**config.mk**
```make
export PLATFORM = sky130hd
export DESIGN_NAME = reg_slice
export DESIGN_NICKNAME = d
export VERILOG_FILES = /design/src/rtl/reg_slice.sv
export SDC_FILE = /design/constraint.sdc
export NUM_CORES = 1
export LEC_CHECK = 0
export BUFFER_PORTS_ARGS = -buffer_cell sky130_fd_sc_hd__buf_4
export CAP_MARGIN = 20
export CORE_AREA = 2 2 39 41
export DETAILED_ROUTE_END_ITERATION = 8
export DIE_AREA = 0 0 41 43
export GPL_TIMING_DRIVEN = 0
export REMOVE_ABC_BUFFERS = 1
export SLEW_MARGIN = 20
export SYNTH_ARGS = -nofsm -noshare
export SYNTH_HDL_FRONTEND = slang
export SYNTH_SLANG_ARGS = --single-unit
```
**constraint.sdc**
```tcl
create_clock -name clk -period 1.7 [get_ports clk]
set_clock_uncertainty 0.05 [all_clocks]
set_input_delay 0.17 -clock clk [delete_from_list [all_inputs] [get_ports clk]]
set_output_delay 0.17 -clock clk [all_outputs]
set_load 0.01 [all_outputs]
```
**src/rtl/reg_slice.sv**
```systemverilog
// Valid/ready register slice with a one-entry skid buffer. Both the forward path
// (valid/data) and the backward path (ready) come straight from flops.
module reg_slice #(
    parameter int DW = 1
) (
    input  logic          clk,
    input  logic          nreset,
    input  logic          in_valid,
    input  logic [DW-1:0] in_data,
    output logic          in_ready,
    output logic          out_valid,
    output logic [DW-1:0] out_data,
    input  logic          out_ready,
    output logic [1:0]    level
);

    logic          main_valid_q, main_valid_d;
    logic [DW-1:0] main_data_q,  main_data_d;
    logic          skid_valid_q, skid_valid_d;
    logic [DW-1:0] skid_data_q,  skid_data_d;
    logic          in_xfer, out_xfer;

    assign in_xfer  = in_valid & ~skid_valid_q;
    assign out_xfer = main_valid_q & out_ready;

    always_comb begin
        main_valid_d = main_valid_q;
        main_data_d  = main_data_q;
        skid_valid_d = skid_valid_q;
        skid_data_d  = skid_data_q;
        if (!main_valid_q) begin
            if (in_xfer) begin
                main_valid_d = 1'b1;
                main_data_d  = in_data;
            end
        end else if (!skid_valid_q) begin
            // Single entry: pass-through, drain, or spill the new word into skid.
            if (out_xfer && in_xfer) begin
                main_data_d  = in_data;
            end else if (out_xfer) begin
                main_valid_d = 1'b0;
            end else if (in_xfer) begin
                skid_valid_d = 1'b1;
                skid_data_d  = in_data;
            end
        end else if (out_xfer) begin
            main_data_d  = skid_data_q;
            skid_valid_d = 1'b0;
        end
    end

    always_ff @(posedge clk or negedge nreset) begin
        if (!nreset) begin
            main_valid_q <= 1'b0;
            main_data_q  <= '0;
            skid_valid_q <= 1'b0;
            skid_data_q  <= '0;
        end else begin
            main_valid_q <= main_valid_d;
            main_data_q  <= main_data_d;
            skid_valid_q <= skid_valid_d;
            skid_data_q  <= skid_data_d;
        end
    end

    assign in_ready  = ~skid_valid_q;
    assign out_valid = main_valid_q;
    assign out_data  = main_data_q;
    assign level     = {1'b0, main_valid_q} + {1'b0, skid_valid_q};

endmodule

```
==> impl_metrics.toml <==
[status]
status = "complete, no violations"

[setup_path]
critPathLaunch = "skid_valid_q"
required_ps = 1480
start_kind = "flip-flop"
critical_path_arrival_ps = 1160
reg2reg_depth = 5
r2r_start = "skid_valid_q"
slowest_stage = "dfrtp_1"
crit_top_cell = "inv_1"
end_kind = "output port"
crit_chain = "inv_1, ha_1, inv_1, buf_4"
timing.rr.end = "skid_data_q"
worst-setup-path-type = "reg2out"
slowest_delay_ps = 420
worst-path-max-fanout = 6
r2r_setup_slack_ps = 320
worstSetupEndpoint = "level[0]"

[final_layout]
drive_gt1_share_pct = 43.24
synthToLayoutAreaGrowth_pct = 49.74
diodes = 0
fin_cells = 53
num-nets-final = 46

[timing]
slew_violations = 0
setup_viol = 0
setup_tns_ps = 0
post-route-min-period_ps = 1383
hold_viol = 0
slew_headroom_pct = 83.96
rsz0062_at_grt = "no"
tightest_slew_ps = 240.6
max_freq_ghz = 0.7230
period_share_pct = 81.36

[logic_synthesis]
synth_cells = 24
syn_area_um2 = 241.5
synthDistinctLibCells = 14
avgSynthCellArea_um2 = 10.06
ys_ff_latch = 4
yosys_warnings = 0
ys_seq_area_share_pct = 41.45

[pwr]
seq_power_share_pct = 28.7
comb_power_share_pct = 55.0
clkPwrFrac_pct = 16.3
finalPower_uw = 692.6
power.leakage_nw = 0.1828
switching_share_pct = 37.42
p_switching_uw = 259.2
ir_drop_uv = 453.8
p_int_uw = 433.5
powerDensity_mw_per_mm2 = 1915

[clock_network]
clock-sinks = 4
cts_buffer_depth = 2
insertion_delay_ps = 230
cts_root_buf = "clkbuf_4"
htree_levels = 1
cts_tree = "done"
cts_buffers = 3
clk_pin_slew_ps = 30
cts_setup_buffers = 0

[detailed_routing]
post_drt_wl_per_cell_um = 8.377
vias_per_cell = 3.906
wirelength_um = 444
postRouteAntennaNets = 0
vias = 207
drt_iter0_drc = 0
drc_errors = 0
drt_first_pass_iters = 1

[placement]
gp_congestion = 0.7341
placedCellCount = 49
portBuffers = 9
hpwlAfterDp_um = 371.5

[global_routing]
antenna_found_initial = 0
grt_pass1_vias = 206
overflow = 0
grt_pass1_wl_um = 717
track_usage_pct = 6.458
grt_max_degree = 9

[floorplan]
fp.coreArea_mm2 = 0.001384
die_y_um = 43
die-area_mm2 = 0.001763
io_pins = 10
die_x_um = 41
rows = 14
start_util_pct = 17.45

[run]
maxCapViolCount = 0

[hold_path]
holdCritPathClass = "in2reg"
[worst max-delay path, delay by kind of cell (launching register included)]
| kind | cells | cell delay (ps) |
|---|---|---|
| flip-flops | 1 | 420 |
| adder cells (fa/ha/maj) | 1 | 270 |
| buffers and inverters | 3 | 240 |
[worst min-delay path by stage]
stage / start / end / slack, ps / cells after the start
after floorplan: nreset / out_data / -180 / 0
after global placement: nreset / out_data / -80 / 1
after detailed placement: nreset / skid_data_q / -80 / 1
after CTS: out_ready / skid_valid_q / 80 / 2
after global routing: out_ready / skid_valid_q / 100 / 2
final: out_ready / skid_valid_q / 80 / 2
[area by class of cell]
| cell class | instances | area [um^2] |
|---|---|---|
| multi-input cells | 17 | 130.1 |
| well taps | 16 | 20.02 |
| inverters | 3 | 11.26 |
| repair buffers | 10 | 77.57 |
| flip-flops and latches | 4 | 100.1 |
| fillers | 152 | 1022 |
| clock buffers | 3 | 22.52 |
[layer usage]
layer	track usage (%)	routed length [um]
met5	0	0
met1	6.536	166
met4	8.000	0
met3	1.571	31
met2	9.063	246
[registers in the layout, summed over array words and instances, names as in the netlist]
name	flops
skid_valid_q	1
skid_data_q	1
out_data	1
out_valid	1
[logic make-up (layout without fill, tap and decap cells)]
| group | count (synthesis) | after routing | share of synthesized area, % |
|---|---|---|---|
| adders and majority gates | 2 | 2 | 10.36 |
| muxes | 2 | 2 | 8.808 |
| AOI/OAI and AO/OA | 7 | 7 | 19.17 |
| and+or+nand+nor | 6 | 6 | 15.54 |
| DFF | 4 | 4 | 41.45 |
| buffers and inverters | 3 | 16 | 4.663 |
[cell usage after synthesis (all sizes together)]
cell	count	area (um^2)
dfrtp	4	100.1
a21oi	3	15.01
inv	3	11.26
nand2	3	11.26
ha	2	25.02
o21ai	2	10.00
a211oi	1	12.51
and2b	1	8.760
mux2	1	11.26
mux2i	1	10.01
nand2b	1	13.76
nor2	1	3.750
o31a	1	8.760
[power by group through the flow]
| stage | Combinational [mW] | Sequential (mW) | Clock (mW) |
|---|---|---|---|
| floorplan | 0.226 | 0.201 | 0 |
| global placement | 0.380 | 0.197 | 0 |
| detailed placement | 0.387 | 0.200 | 0 |
| CTS | 0.390 | 0.199 | 0.121 |
| global route | 0.424 | 0.207 | 0.123 |
| finish | 0.381 | 0.199 | 0.113 |
[through the flow]
step	hold WS, ps	cell area [um^2]	util (%)	worst slack (ps)
floorplan	-175.6	241.5	-	341.1
global placement	-83.44	329.1	23.78	325.8
detailed placement	-83.12	329.1	23.78	310.9
CTS	78.88	361.6	26.13	295.4
global route	100.4	361.6	26.13	197.0
finish	83.93	361.6	26.13	316.8
[repair_timing]
action	4_1_cts	5_1_grt
hold buffers	1	0
endpoints found under the hold margin	4	0
gates resized for setup	0	0
[layout by cell type, fill, tap and decap left out]
| cell | count |
|---|---|
| and2b_2 | 1 |
| a21oi_1 | 3 |
| a211oi_2 | 1 |
| mux2_2 | 1 |
| nand2b_4 | 1 |
| ha_1 | 2 |
| clkbuf_4 | 3 |
| nor2_1 | 1 |
| o21ai_0 | 1 |
| inv_1 | 3 |
| o31a_1 | 1 |
| buf_4 | 9 |
| nand2_1 | 3 |
| o21ai_1 | 1 |
| mux2i_1 | 1 |
| dlygate4sd3_1 | 1 |
| dfrtp_1 | 4 |
Note: power is estimated with default switching activity, not from simulation.
